==> src/rtl/l1_lru_ctrl_if.sv <==
// Lookup / way-select bundle between the L1 pipeline (master) and the
// replacement manager (slave).
interface l1_lru_ctrl_if #(
  parameter int unsigned WAY_NUM   = 4,
  parameter int unsigned IDX_WIDTH = 6
);
  logic                 req;
  logic [IDX_WIDTH-1:0] idx;
  logic                 ready;
  logic [WAY_NUM-1:0]   tag_cmp_vect;
  logic [WAY_NUM-1:0]   ld_val_vect;
  logic                 hit;
  logic                 evict_val;
  logic [WAY_NUM-1:0]   way_vect;

  modport master (
    output req, idx, tag_cmp_vect, ld_val_vect,
    input  ready, hit, evict_val, way_vect
  );

  modport slave (
    input  req, idx, tag_cmp_vect, ld_val_vect,
    output ready, hit, evict_val, way_vect
  );
endinterface

==> src/rtl/l1_lru_ctrl.sv <==
// Per-set way selection and tree pseudo-LRU replacement for a set-associative L1.
// Hit/victim decision is made the cycle after the lookup from the tag-memory vectors.
module l1_lru_ctrl #(
  parameter int unsigned WAY_NUM   = 4,
  parameter int unsigned SET_NUM   = 64,
  parameter int unsigned IDX_WIDTH = 6
) (
  input  logic           clk,
  input  logic           rst_n,
  l1_lru_ctrl_if.slave   bus
);

  localparam int unsigned LVL    = $clog2(WAY_NUM);
  localparam int unsigned NODE_W = LVL + 1;
  localparam int unsigned TREE_W = 2 * WAY_NUM;

  typedef enum logic {
    ST_INIT,
    ST_RUN
  } state_e;

  state_e               state_q;
  logic [IDX_WIDTH-1:0] init_cnt_q;
  logic [IDX_WIDTH-1:0] idx_r;
  logic                 req_r;
  logic                 ready_q;
  logic [WAY_NUM-2:0]   plru_q [SET_NUM];

  logic [WAY_NUM-2:0]   plru_cur;
  logic [WAY_NUM-2:0]   plru_upd;
  logic [TREE_W-1:0]    tree_cur;
  logic [WAY_NUM-1:0]   hitv;
  logic [WAY_NUM-1:0]   hit_sel;
  logic [WAY_NUM-1:0]   inv;
  logic [WAY_NUM-1:0]   inv_sel;
  logic [WAY_NUM-1:0]   vic_sel;
  logic [WAY_NUM-1:0]   sel;
  logic [WAY_NUM-1:0]   sel_shift;
  logic [NODE_W-1:0]    node;
  logic [LVL-1:0]       vic_idx;
  logic [LVL-1:0]       sel_idx;
  logic [LVL-1:0]       path;
  logic                 bit_dir;

  // Init sweep over all sets, then accept lookups; ready stays high until reset.
  always_ff @(posedge clk or negedge rst_n) begin
    if (!rst_n) begin
      state_q    <= ST_INIT;
      init_cnt_q <= '0;
      ready_q    <= 1'b0;
      req_r      <= 1'b0;
      idx_r      <= '0;
    end else begin
      case (state_q)
        ST_INIT: begin
          req_r <= 1'b0;
          if (init_cnt_q == IDX_WIDTH'(SET_NUM - 1)) begin
            state_q <= ST_RUN;
            ready_q <= 1'b1;
          end else begin
            init_cnt_q <= init_cnt_q + IDX_WIDTH'(1);
          end
        end
        ST_RUN: begin
          req_r <= bus.req;
          if (bus.req) begin
            idx_r <= bus.idx;
          end
        end
        default: begin
          state_q <= ST_INIT;
        end
      endcase
    end
  end

  // PLRU storage: cleared by the init sweep, never by reset.
  always_ff @(posedge clk) begin
    if (state_q == ST_INIT) begin
      plru_q[init_cnt_q] <= '0;
    end else if (req_r) begin
      plru_q[idx_r] <= plru_upd;
    end
  end

  always_comb begin
    plru_cur = plru_q[idx_r];
    tree_cur = TREE_W'(plru_cur);

    hitv    = bus.tag_cmp_vect & bus.ld_val_vect;
    hit_sel = hitv & (~hitv + WAY_NUM'(1));
    inv     = ~bus.ld_val_vect;
    inv_sel = inv & (~inv + WAY_NUM'(1));

    // Victim: walk heap-indexed tree from the root, each bit names the colder half.
    node = '0;
    for (int l = 0; l < LVL; l++) begin
      node = {node[NODE_W-2:0], 1'b0} + NODE_W'(1) + NODE_W'(tree_cur[node]);
    end
    vic_idx = LVL'(node - NODE_W'(WAY_NUM - 1));
    vic_sel = WAY_NUM'(1) << vic_idx;

    if (|hitv) begin
      sel = hit_sel;
    end else if (|inv) begin
      sel = inv_sel;
    end else begin
      sel = vic_sel;
    end

    sel_idx   = '0;
    sel_shift = sel;
    for (int w = 0; w < WAY_NUM; w++) begin
      if (sel_shift[0]) begin
        sel_idx = LVL'(w);
      end
      sel_shift = sel_shift >> 1;
    end

    // Point every node on the path to the selected way away from it.
    plru_upd = plru_cur;
    node     = '0;
    path     = sel_idx;
    for (int l = 0; l < LVL; l++) begin
      bit_dir = path[LVL-1];
      for (int n = 0; n < WAY_NUM - 1; n++) begin
        if (node == NODE_W'(n)) begin
          plru_upd[n] = ~bit_dir;
        end
      end
      node = {node[NODE_W-2:0], 1'b0} + NODE_W'(1) + NODE_W'(bit_dir);
      path = path << 1;
    end
  end

  assign bus.ready     = ready_q;
  assign bus.hit       = req_r & (|hitv);
  assign bus.evict_val = req_r & ~(|hitv) & ~(|inv);
  assign bus.way_vect  = req_r ? sel : '0;

endmodule

==> src/flat_wrapper.sv <==
// flat-port wrapper written by rule: the top's interface ports become plain ports
module l1_lru_ctrl_flat 
#(
  parameter int unsigned WAY_NUM   = 4,
  parameter int unsigned SET_NUM   = 64,
  parameter int unsigned IDX_WIDTH = 6
)
  (clk, rst_n, bus_req, bus_idx, bus_tag_cmp_vect, bus_ld_val_vect, bus_ready, bus_hit, bus_evict_val, bus_way_vect);
  l1_lru_ctrl_if #(.WAY_NUM(WAY_NUM), .IDX_WIDTH(IDX_WIDTH)) bus_i ();
  input  logic clk;
  input  logic rst_n;
  input wire logic [$bits(bus_i.req)-1:0] bus_req;
  input wire logic [$bits(bus_i.idx)-1:0] bus_idx;
  input wire logic [$bits(bus_i.tag_cmp_vect)-1:0] bus_tag_cmp_vect;
  input wire logic [$bits(bus_i.ld_val_vect)-1:0] bus_ld_val_vect;
  output wire logic [$bits(bus_i.ready)-1:0] bus_ready;
  output wire logic [$bits(bus_i.hit)-1:0] bus_hit;
  output wire logic [$bits(bus_i.evict_val)-1:0] bus_evict_val;
  output wire logic [$bits(bus_i.way_vect)-1:0] bus_way_vect;
  assign bus_i.req = bus_req;
  assign bus_i.idx = bus_idx;
  assign bus_i.tag_cmp_vect = bus_tag_cmp_vect;
  assign bus_i.ld_val_vect = bus_ld_val_vect;
  assign bus_ready = bus_i.ready;
  assign bus_hit = bus_i.hit;
  assign bus_evict_val = bus_i.evict_val;
  assign bus_way_vect = bus_i.way_vect;
  l1_lru_ctrl #(.WAY_NUM(WAY_NUM), .SET_NUM(SET_NUM), .IDX_WIDTH(IDX_WIDTH)) u_core (.clk(clk), .rst_n(rst_n), .bus(bus_i));
endmodule
==> config.mk <==
export PLATFORM = sky130hd
export DESIGN_NAME = l1_lru_ctrl_flat
export DESIGN_NICKNAME = d
export VERILOG_FILES = /design/src/rtl/l1_lru_ctrl_if.sv /design/src/rtl/l1_lru_ctrl.sv /design/src/flat_wrapper.sv
export SDC_FILE = /design/constraint.sdc
export NUM_CORES = 1
export LEC_CHECK = 0
export CORE_UTILIZATION = 45
export CTS_CLUSTER_DIAMETER = 40
export DETAILED_ROUTE_END_ITERATION = 6
export DONT_BUFFER_PORTS = 1
export GPL_TIMING_DRIVEN = 0
export PLACE_DENSITY = 0.62
export SLEW_MARGIN = 20
export SYNTH_ARGS = -nofsm -noshare
export SYNTH_HDL_FRONTEND = slang
export SYNTH_SLANG_ARGS = --single-unit
==> constraint.sdc <==
create_clock -name clk -period 15 [get_ports clk]
set_input_delay 3 -clock clk [delete_from_list [all_inputs] [get_ports clk]]
set_output_delay 3 -clock clk [all_outputs]
set_load 0.02 [all_outputs]
==> results of run 1 <==
[metrics by stage]
step	hold slack, ns	util (%)	instance area [sq um]	std cells	setup slack (ns)
5_1_grt	0.639	53.3	10300	870	7.55
3_5_place_dp	0.597	48.3	9370	816	7.67
6_report	0.611	53.3	10300	870	7.63
3_3_place_gp	0.591	47.6	9230	805	5.02
4_1_cts	0.611	53.3	10300	870	7.67
2_1_floorplan	0.512	-	8900	540	7.86
[cell usage after synthesis (all sizes together) (4+ instances only)]
library cell  count
mux2              8
nor2             77
nand2            45
o21ai            10
dfrtp            15
and2              6
a31oi             5
mux4             43
buf              19
inv               7
nand2b            5
mux2i            13
nor2b             6
nand3b            7
clkbuf            6
a21oi             5
edfxtp          192
nand3             8
a22o              8
o211ai            4
nor3              5
xnor2             4
a311oi            4
[cells by family after synthesis]
family,count (synthesis)
XOR/XNOR,5
AO/OA/AOI/OAI,59
adder cells (fa/ha/maj),1
multiplexers,64
buffers and inverters,32
AND/OR/NAND/NOR,172
flip-flops,207
[state kept, by name, summed over array words and instances (netlist names)]
signal,flops
u_core.req_r,1
u_core.idx_r,6
u_core.bus.ready,1
u_core.state_q,1
u_core.plru_q,192
u_core.init_cnt_q,6
[final cells by class]
| class | instances | area share, % |
|---|---|---|
| timing repair buffer | 11 | 1.09 |
| clock buffer | 31 | 7.09 |
| inverter | 7 | 0.254 |
| buffer | 25 | 2.00 |
| tap | 265 | 3.21 |
| clock inverter | 23 | 2.35 |
| multi-input combinational | 301 | 24.7 |
| sequential | 207 | 59.4 |
[worst reg2reg max path, delay by kind of cell (launching register included)]
family          cells  cell delay [ns]
buf+inv             5             1.50
compound gates      5             1.61
flops               1             0.33
mux                 1             0.44
[power by group]
group | total [W] | switching, W | internal, W
Sequential | 0.000622 | 0 | 0.000622
Combinational | 0.00000401 | 0.00000274 | 0.00000127
Clock | 0.000670 | 0.000269 | 0.000402
Total | 0.00130 | 0.000271 | 0.00102
[metal layers]
layer,global-route usage [%],vias up
met2,34.2,238
li1,-,2220
met4,5.09,0
met5,0,-
met1,31.1,2590
met3,4.16,36
[worst min path at each step]
stage	from	end	slack [ns]	cells past startpoint
floorplan	u_core.init_cnt_q[5]$_DFFE_PN0P_	u_core.init_cnt_q[5]$_DFFE_PN0P_	0.51	1
finish	u_core.init_cnt_q[1]$_DFFE_PN0P_	u_core.init_cnt_q[1]$_DFFE_PN0P_	0.61	1
CTS	u_core.init_cnt_q[5]$_DFFE_PN0P_	u_core.init_cnt_q[5]$_DFFE_PN0P_	0.61	1
global route	u_core.init_cnt_q[5]$_DFFE_PN0P_	u_core.init_cnt_q[5]$_DFFE_PN0P_	0.64	1
detailed placement	u_core.init_cnt_q[1]$_DFFE_PN0P_	u_core.init_cnt_q[1]$_DFFE_PN0P_	0.60	1
global placement	u_core.init_cnt_q[5]$_DFFE_PN0P_	u_core.init_cnt_q[5]$_DFFE_PN0P_	0.59	1
==> Implementation_results.wiki, run 1 <==
{| class="wikitable"
! Metric !! Value
|-
| Result of the run || completed
|-
| Peak supply drop || 0.0901 mV
|-
| Final routed wirelength across all metal layers || 21200 um
|-
| Library cell occupying the most area in the post-synthesis netlist || edfxtp_1
|-
| Maximum number of pins on one net before global-route repair || 24
|-
| Critical path's slowest cell || or3_1
|-
| Met1 wire length || 9050 um
|-
| Multi-input gate area || 2550 sq um
|-
| Pwr dens || 125 nW/um^2
|-
| Number of filler cells placed in the layout || 1573
|-
| Data required, critical path || 12.00 ns
|-
| Met3 Routed Length || 1520 um
|-
| Total Neg Setup Slack || 0 ns
|-
| Clock transition at the registers of the reported paths || 0.05 ns
|-
| Post-cts sizing count || 0
|-
| Via count of the first global-routing pass || 4855
|-
| Height of the chip || 143 um
|-
| Floorplan Core Area || 19400 sq um
|-
| Post-CTS Hold Buffers || 0
|-
| Share of the yosys chip area belonging to registers || 69.0%
|-
| Power, Total || 0.00130 W
|-
| Total count of hold-check failures in the final report || 0
|-
| Area share of xor/xnor cells in the synthesized design || 0.492%
|-
| Total routing resource utilization after global routing || 21.6%
|-
| FF-to-FF setup slack || 10.95 ns
|-
| Launch point of the critical path || bus_tag_cmp_vect[0]
|-
| Maximum level of the CTS H-tree || 1
|-
| Number of antenna cells inserted || 0
|-
| Critical setup path kind || in2out
|-
| Num rows || 51
|-
| Total vias in the final route || 5084
|-
| Number of top-level pins || 24
|-
| Crit-path leading delay family || simple AND/OR/NAND/NOR gates
|-
| Net count after synthesis || 558
|-
| Clk Latency, worst-skew pair || 0.53 ns
|-
| Upper clock frequency limit || 136 MHz
|-
| Portion of synthesized cell area occupied by the leading cell type || 64.8%
|-
| RSZ-0062 raised after global routing || no
|-
| Slew headroom || 54.5%
|-
| Sum of buffers and inverters on the critical path || 0
|-
| Critical path depth in cells || 6
|-
| Flip-flop and latch count after synthesis || 207
|-
| Basic-gate share of the synthesized area counting and, or, nand and nor cells || 8.83%
|-
| Die width || 143 um
|-
| Transition time of the tightest slew-check pin || 0.678 ns
|-
| Port bufs || 0
|-
| Gr ovfl total || 0
|-
| Final Max Tran Viols || 0
|-
| CP cell instances || nand2_1 -> nand2_1 -> a21oi_1 -> nand2_1 -> or3_1 -> a31oi_1
|-
| Startpoint type of the worst setup path || input port
|-
| Initial core utilization || 45.9%
|-
| Capture instance of the worst register-to-register path || u_core.plru_q[44][1]$_DFFE_PP_
|-
| Largest clock skew in the final design || 0.0166 ns
|-
| Number of sinks on the clock net || 207
|-
| Most common cell after layout, fill and taps aside || edfxtp_1
|-
| Summed instance area of the synthesized netlist || 8900 sq um
|-
| Distinct cells, synth || 62
|-
| Static Leakage || 2.93 nW
|-
| Final antenna-violating net count || 0
|-
| Remaining DRCs || 0
|-
| Total Die Area || 20300 sq um
|-
| Setup crit end kind || output port
|-
| Number of antenna violations at the first check in global routing || 0
|-
| Delay of the slowest cell on the worst path || 0.41 ns
|-
| Setup Viol. Count Final || 0
|-
| # Max-Cap Violations || 0
|-
| Number of clock buffers inserted by TritonCTS || 29
|-
| Maximum clock path buffer count || 3
|-
| Highest-count cells in the layout ignoring fill and taps || edfxtp_1, nor2_1, nand2_1
|-
| Final layout net count || 600
|-
| Most frequent cell on the critical path || nand2_1
|-
| Initial DRT Pass Iterations || 5
|-
| Fraction of synthesis flops using an asynchronous set or reset pin || 7.25%
|-
| Fraction of layout cells with a size suffix above 1 || 22.1%
|-
| Arrival time worst endpoint || 4.37 ns
|-
| Buffer cell driving the clock tree root || clkbuf_16
|-
| Uppermost layer routed || met4
|-
| Worst setup path end || bus_way_vect[1]
|-
| Average via count per standard cell || 5.84
|-
| Wire length on met2 || 10200 um
|-
| Fraction of the mapped netlist area in compound gates || 5.13%
|-
| HPWL Detailed || 14700 um
|-
| Share of the clock period used by the worst path after layout || 49.2%
|-
| Fraction of the mapped netlist area in adder cells || 0.141%
|-
| Number of warning messages in the yosys log || 0
|-
| Reg-to-reg critical path startpoint || u_core.idx_r[1]$_DFFE_PN0P_
|-
| First DRT Iteration DRCs || 565
|-
| CP Max Fanout || 4
|-
| Syn-to-layout area delta || 16.2%
|-
| First-pass GRT wire length || 31100 um
|-
| Depth of the worst register-to-register path || 11
|-
| Setup Buffers After CTS || 0
|-
| Post-synthesis average cell area || 16.5 sq um
|-
| Fraction of synthesized area in multiplexers || 13.8%
|-
| Drt wl/cell || 24.3 um
|-
| Combinational family with the most area after synthesis || multiplexers
|-
| Primary flip-flop cell chosen by synthesis mapping || edfxtp_1
|-
| Routability congestion estimate || 0.866
|-
| Synth Instances || 540
|-
| Post-layout min period || 7.37 ns
|-
| Synth area leaders || edfxtp_1, mux4_2, dfrtp_1, nor2_1, mux4_1
|-
| Register cell area after layout || 6140 sq um
|-
| Tightest Hold Check Type || reg2reg
|-
| TritonCTS clock tree || built
|-
| EDFF count, synth || 192
|}
(Power assumes the default switching activity.)
==> inputs of run 2 (changes only) <==
--- a/config.mk
+++ b/config.mk
@@ -5,6 +5,7 @@
 export SDC_FILE = /design/constraint.sdc
 export NUM_CORES = 1
 export LEC_CHECK = 0
+export ABC_AREA = 1
 export CORE_UTILIZATION = 45
 export CTS_CLUSTER_DIAMETER = 40
 export DETAILED_ROUTE_END_ITERATION = 6
==> constraint.sdc (replaced) <==
create_clock -name clk -period 7.3 [get_ports clk]
set_input_delay 1.46 -clock clk [delete_from_list [all_inputs] [get_ports clk]]
set_output_delay 1.46 -clock clk [all_outputs]
set_load 0.02 [all_outputs]
==> run 2 against run 1 <==
Compared with the run above: power is 93% higher; critical path type is now reg2out; via count increased by 30%; synthesized area up 1.0%; final area decreased by 0.52%; synthesized cell count grew 55%.
==> Implementation_results.wiki, run 2 <==
{| class="wikitable"
! Metric !! Value
|-
| Net count after synthesis || 854 (+53%)
|-
| Data required, critical path || 5.84 ns (-6.16 ns)
|-
| Number of warning messages in the yosys log || 0 (unchanged)
|-
| Critical path's slowest cell || clkbuf_1
|-
| Buffer cell driving the clock tree root || clkbuf_16
|-
| Initial core utilization || 46.0% (+0.17 points)
|-
| Drt wl/cell || 22.8 um (-6.4%)
|-
| Worst hold slack || 0.505 ns (-0.105 ns)
|-
| Critical setup path kind || reg2out
|-
| CP Max Fanout || 10 (+6)
|-
| Primary flip-flop cell chosen by synthesis mapping || edfxtp_1
|-
| Die width || 143 um (+0.51%)
|-
| Maximum number of pins on one net before global-route repair || 34 (+42%)
|-
| Highest-count cells in the layout ignoring fill and taps || nand2_1, edfxtp_1, nand3_1
|-
| FF-to-FF setup slack || 3.97 ns (-6.98 ns)
|-
| Most common cell after layout, fill and taps aside || nand2_1
|-
| Static Leakage || 3.59 nW (+23%)
|-
| Cell with the most instances after synthesis || nand2_1
|-
| Number of antenna violations at the first check in global routing || 0 (unchanged)
|-
| Total vias in the final route || 6593 (+30%)
|-
| First DRT Iteration DRCs || 904 (+60%)
|-
| Arrival time worst endpoint || 3.21 ns (-1.16 ns)
|-
| Number of antenna cells inserted || 0 (unchanged)
|-
| Setup Buffers After CTS || 0 (unchanged)
|-
| Top post-synthesis cells by count || nand2_1, edfxtp_1, nand3_1, nor2_1, o21ai_0
|-
| Number of top-level pins || 24 (unchanged)
|-
| # Max-Cap Violations || 0 (unchanged)
|-
| Number of clock buffers inserted by TritonCTS || 25 (-14%)
|-
| Slew headroom || 38.0% (-16 points)
|-
| Maximum level of the CTS H-tree || 1 (unchanged)
|-
| Final routed wirelength across all metal layers || 26200 um (+24%)
|-
| Pwr dens || 243 nW/um^2 (+94%)
|-
| Num rows || 51 (unchanged)
|-
| Share of the clock period used by the worst path after layout || 63.9%
|-
| Largest registers in the final layout || u_core.plru_q (192), u_core.idx_r (6), u_core.init_cnt_q (6)
|-
| Final antenna-violating net count || 0 (unchanged)
|-
| Total Die Area || 20500 sq um (+1.0%)
|-
| Final layout net count || 886 (+48%)
|-
| Flip-flop and latch count after synthesis || 207 (unchanged)
|-
| RSZ-0062 raised after global routing || no
|-
| Distinct cells, synth || 26 (-58%)
|-
| Post-layout min period || 4.67 ns
|-
| Reg-to-reg critical path startpoint || u_core.idx_r[1]$_DFFE_PN0P_
|-
| Startpoint type of the worst setup path || register
|-
| Maximum clock path buffer count || 3 (unchanged)
|-
| Most flops, register || u_core.plru_q
|-
| Fraction of layout cells with a size suffix above 1 || 10.4% (-12 points)
|-
| Launch point of the critical path || u_core.idx_r[1]$_DFFE_PN0P_
|-
| Total Neg Setup Slack || 0 ns (unchanged)
|-
| Most frequent cell on the critical path || nand2_1
|-
| Height of the chip || 143 um (+0.51%)
|-
| EDFF count, synth || 192 (unchanged)
|-
| Routability congestion estimate || 0.970 (+12%)
|-
| Setup Viol. Count Final || 0 (unchanged)
|-
| Via count of the first global-routing pass || 6173 (+27%)
|-
| Number of filler cells placed in the layout || 1702 (+8.2%)
|-
| Worst min-delay path endpoint || u_core.init_cnt_q[0]$_DFFE_PN0P_
|-
| TritonCTS clock tree || built
|-
| Final Max Tran Viols || 0 (unchanged)
|-
| Total routing resource utilization after global routing || 26.3% (+4.7 points)
|-
| Fraction of synthesis flops using an asynchronous set or reset pin || 7.25% (unchanged)
|-
| Result of the run || completed
|-
| CP cell instances || inv_2 -> clkbuf_1 -> o21ai_0 -> o22ai_1 -> nand2_1 -> nand2_1 -> nand2_1 -> nand3_1 -> nand3_1 -> nand2_1 -> nand2_1 -> nand2_1 -> nand2_1 -> nor2_1
|-
| Summed instance area of the synthesized netlist || 8990 sq um (+1.0%)
|-
| Total count of hold-check failures in the final report || 0 (unchanged)
|-
| Transition time of the tightest slew-check pin || 0.921 ns (+0.243 ns)
|-
| Syn-to-layout area delta || 14.4%
|-
| Synth area leaders || edfxtp_1, nand2_1, nand3_1, dfrtp_1, nor2_1
|-
| Peak supply drop || 0.142 mV (+57%)
|-
| Largest clock skew in the final design || 0.0185 ns (+0.00188 ns)
|-
| Number of sinks on the clock net || 207 (unchanged)
|-
| Capture instance of the worst register-to-register path || u_core.plru_q[45][2]$_DFFE_PP_
|-
| Delay of the slowest cell on the worst path || 0.58 ns (+0.17 ns)
|-
| Upper clock frequency limit || 214 MHz
|-
| Sum of buffers and inverters on the critical path || 2 (+2)
|-
| Post-synthesis average cell area || 10.8 sq um (-35%)
|-
| Share of the yosys chip area belonging to registers || 68.3% (-0.71 points)
|-
| Floorplan Core Area || 19500 sq um (+0.66%)
|-
| Average via count per standard cell || 5.72 (-2.1%)
|-
| Clock transition at the registers of the reported paths || 0.06 ns (about the same)
|-
| Post-cts sizing count || 0 (unchanged)
|-
| Crit-path leading delay family || simple AND/OR/NAND/NOR gates
|-
| Clk Latency, worst-skew pair || 0.53 ns (about the same)
|-
| First-pass GRT wire length || 38100 um (+23%)
|-
| Port bufs || 0 (unchanged)
|-
| Tightest Hold Check Type || reg2reg
|-
| Cell area after layout || 10300 sq um (-0.52%)
|-
| Gr ovfl total || 0 (unchanged)
|-
| HPWL Detailed || 16700 um (+14%)
|-
| Depth of the worst register-to-register path || 15 (+4)
|-
| Post-placement cell area || 9480 sq um (+1.1%)
|-
| Worst hold path depth || 1 (unchanged)
|-
| Initial DRT Pass Iterations || 7 (+2)
|-
| Remaining DRCs || 0 (unchanged)
|-
| Synth Instances || 836 (+55%)
|-
| Hold wc startpoint || u_core.init_cnt_q[0]$_DFFE_PN0P_
|-
| Post-CTS Hold Buffers || 0 (unchanged)
|-
| Library cell occupying the most area in the post-synthesis netlist || edfxtp_1
|-
| Max reg flops || 192 (unchanged)
|-
| Setup crit end kind || output port
|-
| Portion of synthesized cell area occupied by the leading cell type || 64.1% (-0.67 points)
|}
==> run 2: area by class of cell <==
type	count	area [sq um]	share of cell area, %
Multi-Input combinational cell	559	2480	24.1
Inverter	29	111	1.08
Buffer	41	282	2.74
Sequential cell	207	6140	59.7
Clock buffer	27	633	6.15
Clock inverter	19	181	1.76
Timing Repair Buffer	5	130	1.26
Tap cell	265	332	3.22
==> run 2: kinds of logic (layout without fill, tap and decap cells) <==
logic type	Yosys count	in the layout	share of synthesized area [%]
buffers and inverters	70	121	4.37
XOR/XNOR	5	5	0.487
AND/OR/NAND/NOR	488	488	22.7
adder cells (fa/ha/maj)	1	1	0.139
AO/OA/AOI/OAI	65	65	3.98
flip-flops	207	207	68.3
==> run 2: layer usage <==
metal / GRT usage (%) / wire length, um / up-vias
met4: 10.6 / 965 / 0
li1: - / - / 2995
met5: 0 / 0 / -
met3: 5.30 / 2860 / 72
met1: 36.8 / 10900 / 3130
met2: 40.2 / 11500 / 396
==> run 2: power breakdown <==
| part | switching [W] | total (W) | internal [W] |
|---|---|---|---|
| Clock | 0.000499 | 0.00121 | 0.000709 |
| Combinational | 0.00000708 | 0.0000102 | 0.00000315 |
| Sequential | 0 | 0.00128 | 0.00128 |
==> run 2: how the worst max path moves through the flow <==
stage	cells past startpoint	to	slack (ns)
global placement	9	u_core.plru_q[47][0]$_DFFE_PP_	0.97
floorplan	9	u_core.plru_q[0][0]$_DFFE_PP_	3.14
CTS	14	bus_way_vect[1]	2.71
detailed placement	11	bus_way_vect[0]	3.08
finish	14	bus_way_vect[1]	2.63
global route	14	bus_way_vect[1]	2.44
==> run 2: per-stage QoR <==
stage,total power [W],util [%],setup slack [ns],instances
2_1_floorplan,0.00131,-,3.14,836
3_3_place_gp,0.00131,47.7,0.966,1101
3_5_place_dp,0.00131,48.5,3.08,1106
4_1_cts,0.00251,52.7,2.71,1152
5_1_grt,0.00255,52.7,2.44,1152
6_report,0.00250,52.7,2.63,1152
==> run 2: worst reg2reg max path, delay by kind of cell, from the launching register on <==
kind                   cells  cell delay, ns
AND/OR/NAND/NOR           12            1.71
buffers and inverters      3            0.95
flip-flops                 1            0.44
